### config.mk
export PLATFORM = sky130hd
export DESIGN_NAME = rv64m_div_unit_flat
export DESIGN_NICKNAME = d
export VERILOG_FILES = /design/src/rtl/rv64m_div_unit_if.sv /design/src/rtl/rv64m_div_unit.sv /design/src/flat_wrapper.sv
export SDC_FILE = /design/constraint.sdc
export NUM_CORES = 1
export LEC_CHECK = 0
export ABC_CLOCK_PERIOD_IN_PS = 8800
export CORE_MARGIN = 3
export CORE_UTILIZATION = 53
export CTS_CLUSTER_SIZE = 12
export DETAILED_ROUTE_END_ITERATION = 10
export HOLD_SLACK_MARGIN = 0.08
export PLACE_DENSITY = 0.86
export SETUP_SLACK_MARGIN = 0.05
export SYNTH_ARGS = -nofsm -noshare
export SYNTH_HDL_FRONTEND = slang
export SYNTH_SLANG_ARGS = --single-unit
### constraint.sdc
create_clock -name clk -period 8.8 [get_ports clk]
set_input_delay 0.88 -clock clk [delete_from_list [all_inputs] [get_ports clk]]
set_output_delay 0.88 -clock clk [all_outputs]
set_load 0.01 [all_outputs]
### src/rtl/rv64m_div_unit_if.sv
// Request/response bundle between the execute stage and the divide unit.
// The unit is the slave; the issuing stage (or bench) is the master.
interface rv64m_div_unit_if #(
  parameter int XLEN = 64
);
  logic            in_valid;
  logic            in_ready;
  logic [XLEN-1:0] a;
  logic [XLEN-1:0] b;
  logic [2:0]      funct3;
  logic            flush;
  logic            out_valid;
  logic            out_ready;
  logic [XLEN-1:0] result;
  logic            busy;

  modport master (
    output in_valid, a, b, funct3, flush, out_ready,
    input  in_ready, out_valid, result, busy
  );

  modport slave (
    input  in_valid, a, b, funct3, flush, out_ready,
    output in_ready, out_valid, result, busy
  );
endinterface

### src/rtl/rv64m_div_unit.sv
// RV64M DIV/DIVU/REM/REMU unit: radix-2 restoring divider, one quotient bit per cycle,
// with divide-by-zero and signed-overflow results resolved at accept time.
module rv64m_div_unit #(
  parameter int XLEN = 64
) (
  input logic             clk,
  input logic             rst_n,
  rv64m_div_unit_if.slave bus
);
  localparam int CW = $clog2(XLEN);
  localparam logic [XLEN-1:0] MIN_NEG = {1'b1, {(XLEN-1){1'b0}}};

  typedef enum logic [1:0] {IDLE, CALC, FIX, DONE} state_t;

  state_t          state_q, state_d;
  logic [XLEN-1:0] rem_q, rem_d;
  logic [XLEN-1:0] quo_q, quo_d;
  logic [XLEN-1:0] div_q, div_d;
  logic [CW-1:0]   cnt_q, cnt_d;
  logic [1:0]      op_q, op_d;
  logic            q_neg_q, q_neg_d;
  logic            r_neg_q, r_neg_d;
  logic [XLEN-1:0] result_q, result_d;
  logic            out_valid_q, out_valid_d;

  logic            signed_in;
  logic [XLEN-1:0] a_abs;
  logic [XLEN-1:0] b_abs;
  logic [XLEN:0]   trial;
  logic [XLEN-1:0] fix_sel;
  logic            fix_neg;
  logic            unused_funct3;

  // funct3[0] set means unsigned; bit 2 carries no information for these ops.
  assign signed_in     = ~bus.funct3[0];
  assign unused_funct3 = bus.funct3[2];
  assign a_abs = (signed_in && bus.a[XLEN-1]) ? -bus.a : bus.a;
  assign b_abs = (signed_in && bus.b[XLEN-1]) ? -bus.b : bus.b;

  // Remainder shifted left with the next dividend bit, minus the divisor, one bit wider
  // so the sign bit tells whether the subtract fits.
  assign trial   = {rem_q, quo_q[XLEN-1]} - {1'b0, div_q};
  assign fix_sel = op_q[1] ? rem_q : quo_q;
  assign fix_neg = ~op_q[0] & (op_q[1] ? r_neg_q : q_neg_q);

  always_comb begin
    state_d     = state_q;
    rem_d       = rem_q;
    quo_d       = quo_q;
    div_d       = div_q;
    cnt_d       = cnt_q;
    op_d        = op_q;
    q_neg_d     = q_neg_q;
    r_neg_d     = r_neg_q;
    result_d    = result_q;
    out_valid_d = out_valid_q;

    if (bus.flush) begin
      state_d     = IDLE;
      out_valid_d = 1'b0;
    end else begin
      case (state_q)
        IDLE: begin
          if (bus.in_valid) begin
            op_d    = bus.funct3[1:0];
            q_neg_d = bus.a[XLEN-1] ^ bus.b[XLEN-1];
            r_neg_d = bus.a[XLEN-1];
            if (bus.b == '0) begin
              result_d    = bus.funct3[1] ? bus.a : '1;
              out_valid_d = 1'b1;
              state_d     = DONE;
            end else if (signed_in && bus.a == MIN_NEG && bus.b == '1) begin
              result_d    = bus.funct3[1] ? '0 : bus.a;
              out_valid_d = 1'b1;
              state_d     = DONE;
            end else begin
              rem_d   = '0;
              quo_d   = a_abs;
              div_d   = b_abs;
              cnt_d   = '0;
              state_d = CALC;
            end
          end
        end
        CALC: begin
          if (!trial[XLEN]) begin
            rem_d = trial[XLEN-1:0];
            quo_d = {quo_q[XLEN-2:0], 1'b1};
          end else begin
            rem_d = {rem_q[XLEN-2:0], quo_q[XLEN-1]};
            quo_d = {quo_q[XLEN-2:0], 1'b0};
          end
          cnt_d = cnt_q + 1'b1;
          if (cnt_q == CW'(XLEN - 1)) begin
            state_d = FIX;
          end
        end
        FIX: begin
          result_d    = fix_neg ? -fix_sel : fix_sel;
          out_valid_d = 1'b1;
          state_d     = DONE;
        end
        DONE: begin
          if (bus.out_ready) begin
            out_valid_d = 1'b0;
            state_d     = IDLE;
          end
        end
        default: state_d = IDLE;
      endcase
    end
  end

  always_ff @(posedge clk or negedge rst_n) begin
    if (!rst_n) begin
      state_q     <= IDLE;
      rem_q       <= '0;
      quo_q       <= '0;
      div_q       <= '0;
      cnt_q       <= '0;
      op_q        <= '0;
      q_neg_q     <= 1'b0;
      r_neg_q     <= 1'b0;
      result_q    <= '0;
      out_valid_q <= 1'b0;
    end else begin
      state_q     <= state_d;
      rem_q       <= rem_d;
      quo_q       <= quo_d;
      div_q       <= div_d;
      cnt_q       <= cnt_d;
      op_q        <= op_d;
      q_neg_q     <= q_neg_d;
      r_neg_q     <= r_neg_d;
      result_q    <= result_d;
      out_valid_q <= out_valid_d;
    end
  end

  assign bus.in_ready  = (state_q == IDLE);
  assign bus.busy      = (state_q != IDLE);
  assign bus.out_valid = out_valid_q;
  assign bus.result    = result_q;
endmodule

### src/flat_wrapper.sv
// flat-port wrapper written by rule: the top's interface ports become plain ports
module rv64m_div_unit_flat 
#(
  parameter int XLEN = 64
)
  (clk, rst_n, bus_in_valid, bus_a, bus_b, bus_funct3, bus_flush, bus_out_ready, bus_in_ready, bus_out_valid, bus_result, bus_busy);
  rv64m_div_unit_if #(.XLEN(XLEN)) bus_i ();
  input logic clk;
  input logic rst_n;
  input wire logic [$bits(bus_i.in_valid)-1:0] bus_in_valid;
  input wire logic [$bits(bus_i.a)-1:0] bus_a;
  input wire logic [$bits(bus_i.b)-1:0] bus_b;
  input wire logic [$bits(bus_i.funct3)-1:0] bus_funct3;
  input wire logic [$bits(bus_i.flush)-1:0] bus_flush;
  input wire logic [$bits(bus_i.out_ready)-1:0] bus_out_ready;
  output wire logic [$bits(bus_i.in_ready)-1:0] bus_in_ready;
  output wire logic [$bits(bus_i.out_valid)-1:0] bus_out_valid;
  output wire logic [$bits(bus_i.result)-1:0] bus_result;
  output wire logic [$bits(bus_i.busy)-1:0] bus_busy;
  assign bus_i.in_valid = bus_in_valid;
  assign bus_i.a = bus_a;
  assign bus_i.b = bus_b;
  assign bus_i.funct3 = bus_funct3;
  assign bus_i.flush = bus_flush;
  assign bus_i.out_ready = bus_out_ready;
  assign bus_in_ready = bus_i.in_ready;
  assign bus_out_valid = bus_i.out_valid;
  assign bus_result = bus_i.result;
  assign bus_busy = bus_i.busy;
  rv64m_div_unit #(.XLEN(XLEN)) u_core (.clk(clk), .rst_n(rst_n), .bus(bus_i));
endmodule
Word level (Yosys, flattened, before mapping)
Index checks and enable logic that the tools add are counted.
{ "word_totals": {"wordCells": 90, "output_inout_bits": 67, "memories": 0, "reg_bits": 269, "mem_bits_ro": 0, "inputBits": 136, "latchBits": 0, "mem_bits_rw": 0} }
{ "classes": {"n_shift": 0, "mux": 38, "order_cmp": 0, "n_addsub": 5, "div_mod_pow": 0, "n_mul": 0, "n_reduce_logical": 16, "eq_ne": 14, "n_bitwise": 7} }
{ "ops": {"columns": ["op", "count"], "rows": [
  ["2-to-1 mux 64 bit", 16],
  ["case mux 64 bit (2 select lines)", 3],
  ["negation 64 bit", 3],
  ["== test 64 bit, second input constant", 2],
  ["subtractor 65 x 64 -> 65 bit", 1],
  ["logical NOT 64 bit", 1],
  ["2-to-1 mux 6 bit", 3],
  ["2-to-1 mux 2 bit", 6],
  ["case mux 6 bit (2 select lines)", 1],
  ["AND reduction 5 bit", 2],
  ["case mux 2 bit (4 select lines)", 1],
  ["AND reduction 4 bit", 2],
  ["2-to-1 mux 1 bit", 7],
  ["adder 6 x 1 -> 6 bit, second input constant", 1],
  ["== test 6 bit, second input constant", 1],
  ["inequality test 2 bit, second input constant", 3],
  ["inequality test 3 bit, second input constant", 2],
  ["AND reduction 3 bit", 2],
  ["nonzero test 2 bit", 3],
  ["inverter 1 bit", 5],
  ["== test 2 bit, second input constant", 2],
  ["logical AND 1 bit", 4],
  ["inequality test 4 x 2 -> 1 bit, second input constant", 1],
  ["nonzero test 4 bit", 1],
  ["7 further kinds", 7]
]} }

Longest topological paths before layout
Gate-level depths: netlist of the first run.
{ "depth": {"word_depth": 8, "mapped_depth": 20, "mapped_depth_nobuf": 14} }

Worst setup path after synthesis of the first run
No wires, ideal clock.
{ "synth_path": {"kind": "flip-flop to flip-flop", "startpoint": "reg u_core.op_q[1]", "endpoint": "reg u_core.result_q[62], in the netlist u_core.bus.result[62]", "setup_time_ps": 77, "required_ps": 8723, "stages_incl_launch_ff": 21, "arrival_ps": 4655, "period_less_slack_ps": 4733, "path_slack_ps": 4067, "n_path_buf": 8, "path_cell_list": "dfrtp_1 -> buf_2 -> buf_2 -> buf_2 -> buf_2 -> buf_2 -> buf_2 -> buf_2 -> buf_1 -> mux2i_1 -> ha_1 -> inv_1 -> a221oi_1 -> and4_1 -> nand3_1 -> nor4_2 -> nand2_1 -> nor3_1 -> mux2i_1 -> nor2_1 -> a21oi_1"} }
{ "synth_between": {"elab_chain_len": 4, "word_cells_on_any_way": 6, "classes_between": "1 x add/sub; 4 x mux; 1 x bitwise"} }
{ "synth_lines": {"columns": ["item", "line_no", "rtl"], "rows": [
  ["from (decl)", "rv64m_div_unit.sv:20", "logic [1:0] op_q, op_d;"],
  ["from (signal assigned)", "rv64m_div_unit.sv:132", "op_q <= op_d;"],
  ["2-to-1 mux 64 bit / 2-to-1 mux 1 bit (equally long branches)", "rv64m_div_unit.sv:43, rv64m_div_unit.sv:44", null],
  ["negation 64 bit / bitwise AND 1 bit (equally long branches)", "rv64m_div_unit.sv:99, rv64m_div_unit.sv:44", null],
  ["2-to-1 mux 64 bit (*)", "rv64m_div_unit.sv:99", "result_d = fix_neg ? -fix_sel : fix_sel;"],
  ["case mux 64 bit (2 select lines) (*)", "rv64m_div_unit.sv:62", "case (state_q)"],
  ["to (signal assigned)", "rv64m_div_unit.sv:135", "result_q <= result_d;"],
  ["to (decl)", "rv64m_div_unit.sv:23", "logic [XLEN-1:0] result_q, result_d;"]
]} }
Mark *: on every way between the ends. The rest lies on a longest branch, timed or not.
A chain may end at the register's enable or synchronous reset.

Worst setup path after layout of the first run
{ "layout_path": {"startpoint": "in bus_a[0]", "endpoint": "reg u_core.result_q[48], in the netlist u_core.bus.result[48]"} }
{ "layout_between": {"elab_chain_len": 5} }
{ "layout_lines": {"columns": ["item", "line_no", "rtl"], "rows": [
  ["from (decl)", "flat_wrapper.sv:11", "input wire logic [$bits(bus_i.a)-1:0] bus_a;"],
  ["== test 64 bit", "rv64m_div_unit.sv:72", "end else if (signed_in && bus.a == MIN_NEG && bus.b == '1) begin"],
  ["logical AND 1 bit (2 in series)", "rv64m_div_unit.sv:72", null],
  ["inequality test 3 x 1 -> 1 bit (no source line)", null, null],
  ["AND reduction 4 bit (no source line)", null, null]
]} }
Every way passes these cells.

==> results of run 1 <==
-- flip-flops by register name, summed over array words and instances (netlist names) --
name and flops:
u_core.quo_q 64, u_core.op_q 2, u_core.div_q 64, u_core.bus.result 64
u_core.cnt_q 6, u_core.q_neg_q 1, u_core.r_neg_q 1, u_core.state_q 2
u_core.bus.out_valid 1, u_core.rem_q 64
-- power by group --
part / switching, mW / leakage (nW) / internal [mW]
Combinational: 2.26 / 6.49 / 1.46
Sequential: 0.367 / 3.39 / 1.69
Clock: 0.544 / 0.524 / 0.811
-- critical path, delay by kind of cell --
family	cells	cell delay, ns
buffers and inverters	3	1.13
AND/OR/NAND/NOR	8	3.20
adder cells (fa/ha/maj)	1	0.21
AO/OA/AOI/OAI	2	0.90
-- logic make-up (layout without fill, tap and decap cells) --
| family | count (synthesis) | after routing | share of synthesized area |
|---|---|---|---|
| and+or+nand+nor | 1016 | 1016 | 0.209 |
| muxes | 130 | 130 | 0.0600 |
| DFF | 269 | 269 | 0.308 |
| buffers and inverters | 283 | 385 | 0.0528 |
| AOI/OAI and AO/OA | 886 | 886 | 0.235 |
| xor gates and xnor gates | 232 | 232 | 0.0929 |
| adders and majority gates | 74 | 74 | 0.0427 |
-- worst max path at each step --
stage | end | slack, ns | depth (start not counted)
after floorplan | u_core.bus.result[62] | 4.07 | 20
final | u_core.bus.result[48] | 2.93 | 14
after CTS | u_core.bus.result[48] | 3.04 | 14
after detailed placement | u_core.bus.result[54] | 2.50 | 14
after global routing | u_core.bus.result[58] | 2.69 | 14
after global placement | u_core.bus.result[58] | 2.61 | 14
-- cells in the final DEF (no fill, tap or decap), types with 14 or more instances in the layout --
cell type and instances:
a21oi_1 373, nor2_1 365, nand2_1 339, dfrtp_1 268
o21ai_0 255, clkdlybuf4s50_1 199, mux2i_1 120, xor2_1 117
xnor2_1 115, inv_1 99, ha_1 71, a211oi_1 70
nor3_1 61, nand4_1 39, a21o_1 37, nand3_1 35
or3_1 31, clkbuf_16 31, nor4_1 27, buf_4 27
o31ai_1 25, a31oi_1 23, nor3b_1 17, or4_1 16
o211ai_1 14
-- area by class of cell --
| class | instances | area (um^2) | share of cell area |
|---|---|---|---|
| timing repair buffer | 229 | 2230 | 0.0889 |
| multi-input combinational | 2338 | 14100 | 0.560 |
| sequential | 269 | 6740 | 0.268 |
| inverter | 99 | 372 | 0.0148 |
| tap | 525 | 657 | 0.0261 |
| clock buffer | 42 | 877 | 0.0349 |
| clock inverter | 15 | 184 | 0.00732 |
-- metal layers --
layer | track usage | share of wire | vias to the layer above
met2 | 0.522 | 0.49 | 813
li1 | - | - | 10400
met4 | 0.151 | 0.060 | 0
met3 | 0.0345 | 0.054 | 233
met5 | 0 | 0 | -
met1 | 0.377 | 0.40 | 10400
==> impl_metrics.toml, run 1 <==
[status]
status = "finished, final reports clean"

[grt]
grt_pass1_wl_mm = 110
grt-ovfl-total = 0
grt_pass1_vias = 21000
antenna_found_initial = 0
grt_usage = 0.303
grt_max_degree = 129

[timing]
max_freq_mhz = 170
worst_slack_ns = 2.93
setup_viol = 0
drv_slew = 0
worstMarginPinSlew_ns = 1.14
clock_skew_ns = 0.0185
rsz0062_at_grt = "no"
maxSlewHeadroom = 0.237
finalSetupTns_ns = 0
final_hold_viol_count = 0
period_needed_ns = 5.87
hold_ws_ns = 0.244
finalCritPeriodShare = 0.667

[setup_path]
cp_slowest_stage_delay_ns = 0.77
crit_fanout = 35
crit_start = "bus_a[0]"
ff2ff_path_depth = 14
r2r-end = "u_core.rem_q[12]"
path_cells = "clkdlybuf4s50_1 > inv_1 > ha_1 > or4b_4 > or4_4 > nor4_2 > nand4_1 > nor3_1 > nor2_1 > or3_1 > a21oi_4 > buf_4 > nor2_1 > a21oi_1"
cp-start-kind = "primary input"
regToRegSetupSlack_ns = 3.13
end_kind = "flip-flop"
r2r-start = "u_core.div_q[0]"
crit_type = "primary input to flip-flop"
worst_ep_required_time_ns = 9.29
cp_slowest_cell = "a21oi_4"
cp.arrival_ns = 6.37
cpMostUsedCell = "nor2_1"

[finish]
antenna_cells = 0
drive_gt1_frac = 0.0414
utilization = 0.624
finalInstanceArea_um2 = 25100
final_nets = 3178
layout.cells.non_filler = 3517
fillers = 3452
area_growth_syn_to_layout_pct = 14.8

[synthesis]
synth_most_common_cell = "a21oi_1"
syn-instance-count = 2890
yosys_warnings = 0
synth_common_cells = "374 x a21oi_1, 367 x nor2_1, 339 x nand2_1"
synthArstFlopShare = 1.00
ys_ff_latch = 269
syn_nets = 3100
avgSynthCellArea_um2 = 7.57
synthFlopType = "dfrtp_1"
synth_edf_count = 0
yosys-top-cells-area = "dfrtp_1 31%, a21oi_1 8.6%, nor2_1 6.3%, o21ai_0 5.8%, nand2_1 5.8%"
ys_types = 70
yosysSeqAreaShare = 0.308
synth_area_um2 = 21900
yosys.area.top_type_share = 0.308
synth_top_cell_by_area = "dfrtp_1"

[routing]
drt_iter0_drc = 2056
drc_errors = 0
wl_mm = 68.8
vias = 21900
wl_per_cell_um = 19.5
detail_route.first_pass.iterations = 6
antenna_left = 0
viasPerCell = 6.22

[worst_hold_path]
hold_class = "primary input to async pin"

[placed_design]
gp_congestion = 0.960
post-place-cells = 3460
portBuffers = 201
hpwlAfterDp_mm = 51.7
place_ws_ns = 2.50
dpl_cell_area_um2 = 24100

[floorplanning]
rows = 73
die_y_um = 209
die_w_um = 209
coreArea_um2 = 40300
die_area_um2 = 43800
num_io_pins = 203
initial_utilization = 0.543

[clock_network]
path_clk_slew_ns = 0.06
cts-resized-gates = 0
cts_setup_buffers = 0
cts.sinks = 269
cts_tree = "built"
cts_root_buf = "clkbuf_16"
ctsHoldBuffers = 0
cts_buffers = 31
clk_latency_ns = 0.59
ctsLongestPathBuffers = 3
ctsHtreeMaxLevel = 1

[power]
power_mw = 7.13
ir_drop_mv = 0.255
power.density_nw_per_um2 = 284
leakage_nw = 10.4

[flow_run]
cap_viol_max_count = 0
(Power assumes the default switching activity.)
==> run 2, diff against run 1 <==
ABC_CLOCK_PERIOD_IN_PS = 5000   (was 8800)
PLACE_DENSITY = 0.88   (was 0.86)
clock period = 5 ns   (was 8.8 ns; I/O delays follow)
==> run 2 against run 1 <==
  * Non-clock buffer count is 30 higher
  * Global-route usage is 0.25 points higher
  * Sequential share of layout area is 0.31 points lower
  * Core utilization is 0.72 points higher
  * Setup slack worse by 2.2 ns
  * Power is 75% higher
  * First-iteration DRC count is 0.15% higher
  * Clock power is 67% higher
==> impl_metrics.toml, run 2 (same netlist as run 1, synthesis figures left out) <==
[routing]
viasPerCell = 6.24
wl_per_cell_um = 19.7
wl_mm = 69.9
drt_iter0_drc = 2059
vias = 22100
detail_route.first_pass.iterations = 7
drc_errors = 0
antenna_left = 0

[flow_run]
cap_viol_max_count = 0

[status]
status = "finished, final reports clean"

[setup_path]
cp.arrival_ns = 4.73
crit_fanout = 16
cp_slowest_cell = "o21ai_0"
cp_slowest_stage_delay_ns = 0.49
worst_ep_required_time_ns = 5.43
path_cells = "ha_1 > inv_1 > fa_1 > a211oi_1 > o21ai_0 > o211ai_1 > a31o_2 > o21a_1 > o41ai_1 > buf_4 > a31oi_1 > nor2_4 > buf_12 > buf_12 > mux2i_1 > o21ai_0"
end_kind = "flip-flop"
cp-start-kind = "flip-flop"
crit_type = "flip-flop to flip-flop"

[placed_design]
portBuffers = 201
gp_congestion = 0.972
hpwlAfterDp_mm = 52.6

[clock_network]
cts_tree = "built"
cts_setup_buffers = 0
cts_root_buf = "clkbuf_16"
path_clk_slew_ns = 0.06
ctsLongestPathBuffers = 3
ctsHoldBuffers = 1
cts_buffers = 31
cts-resized-gates = 0
clk_latency_ns = 0.60
ctsHtreeMaxLevel = 1
cts.sinks = 269

[timing]
rsz0062_at_grt = "no"
clock_skew_ns = 0.0245
worstMarginPinSlew_ns = 1.22
finalCritPeriodShare = 0.861
hold_ws_ns = 0.478
drv_slew = 0
setup_viol = 0
period_needed_ns = 4.30
max_freq_mhz = 232
maxSlewHeadroom = 0.183
final_hold_viol_count = 0
finalSetupTns_ns = 0

[finish]
fillers = 3455
final_nets = 3208
antenna_cells = 0
drive_gt1_frac = 0.0490
final_cell_mix = "373 x a21oi_1, 365 x nor2_1, 339 x nand2_1"
area_growth_syn_to_layout_pct = 16.2
layout_commonest_cell = "a21oi_1"

[grt]
grt_max_degree = 129
use_met1 = 0.363
met2_usage = 0.541
met3_usage = 0.0375
antenna_found_initial = 0
grt_pass1_wl_mm = 110
grt_busiest_layer = "met2"
grt-ovfl-total = 0
grt_pass1_vias = 21200
grt_usage = 0.306

[floorplanning]
rows = 73
initial_utilization = 0.543
num_io_pins = 203
coreArea_um2 = 40300
die_y_um = 209
die_area_um2 = 43800
die_w_um = 209

[worst_hold_path]
hold_class = "flip-flop to flip-flop"

[power]
internal-power_mw = 6.90
power_switching_mw = 5.56
swShare = 0.446
ir_drop_mv = 0.326
power.density_nw_per_um2 = 490
clock_power_share = 0.182
p_comb_frac = 0.528
seq_power_share = 0.290
leakage_nw = 10.6
==> run 2: area by class of cell <==
cell class / instances / area (um^2) / share of cell area
clock buffers: 40 / 840 / 0.0330
clock inverters: 13 / 148 / 0.00581
inverters: 99 / 372 / 0.0146
multi-input cells: 2338 / 14100 / 0.553
flip-flops and latches: 269 / 6740 / 0.265
well taps: 525 / 657 / 0.0258
repair buffers: 259 / 2600 / 0.102
==> run 2: layer usage <==
layer | wire [um] | part of all wire | up-vias
met3 | 4050 | 0.058 | 231
met1 | 26500 | 0.38 | 10500
met4 | 4400 | 0.063 | 0
met2 | 34900 | 0.50 | 902
met5 | 0 | 0 | -
li1 | - | - | 10500
==> run 2: through the flow <==
| step | utilization | area, um^2 | setup slack (ns) | power, mW | std cells |
|---|---|---|---|---|---|
| final | 0.631 | 25400 | 0.696 | 12.5 | 3543 |
| after global routing | 0.631 | 25400 | 0.297 | 13.3 | 3543 |
| after CTS | 0.631 | 25400 | 0.740 | 12.4 | 3543 |
| after detailed placement | 0.606 | 24400 | 0.241 | 10.1 | 3489 |
| after global placement | 0.606 | 24400 | 0.314 | 9.88 | 3489 |
| after floorplan | - | 21900 | 0.267 | 7.93 | 2890 |
==> run 2: path summary, 6_finish.rpt <==
path                                   from                to  slack [ns]  cells after the start
hold reg to reg            u_core.div_q[51]  u_core.div_q[51]        0.48                      2
max in group asynchronous             rst_n    u_core.op_q[1]        3.48                      3
setup reg to reg            u_core.div_q[0]   u_core.rem_q[1]        0.70                     16
setup / recovery            u_core.div_q[0]   u_core.rem_q[1]        0.70                     16
hold / removal             u_core.div_q[51]  u_core.div_q[51]        0.48                      2
min in group asynchronous             rst_n  u_core.rem_q[55]        0.51                      2
==> run 2: worst max-delay path, delay by kind of cell (launching register included) <==
family | cells | cell delay [ns]
AOI/OAI and AO/OA | 8 | 1.98
buffers and inverters | 4 | 0.64
adders and majority gates | 2 | 0.50
DFF | 1 | 0.44
and+or+nand+nor | 1 | 0.37
muxes | 1 | 0.19
==> run 2: power by group through the flow <==
stage	logic [mW]	clock network, mW	registers, mW
after floorplan	4.41	0	3.52
after global placement	6.30	0	3.58
after detailed placement	6.48	0	3.63
after CTS	6.53	2.31	3.60
after global routing	7.23	2.38	3.71
final	6.58	2.27	3.61
==> run 3, diff against run 2 <==
SKIP_CTS_REPAIR_TIMING = 1   (was not set)
==> results of run 3 <==
The final DEF is identical to that of run 2; final timing and power are the same.
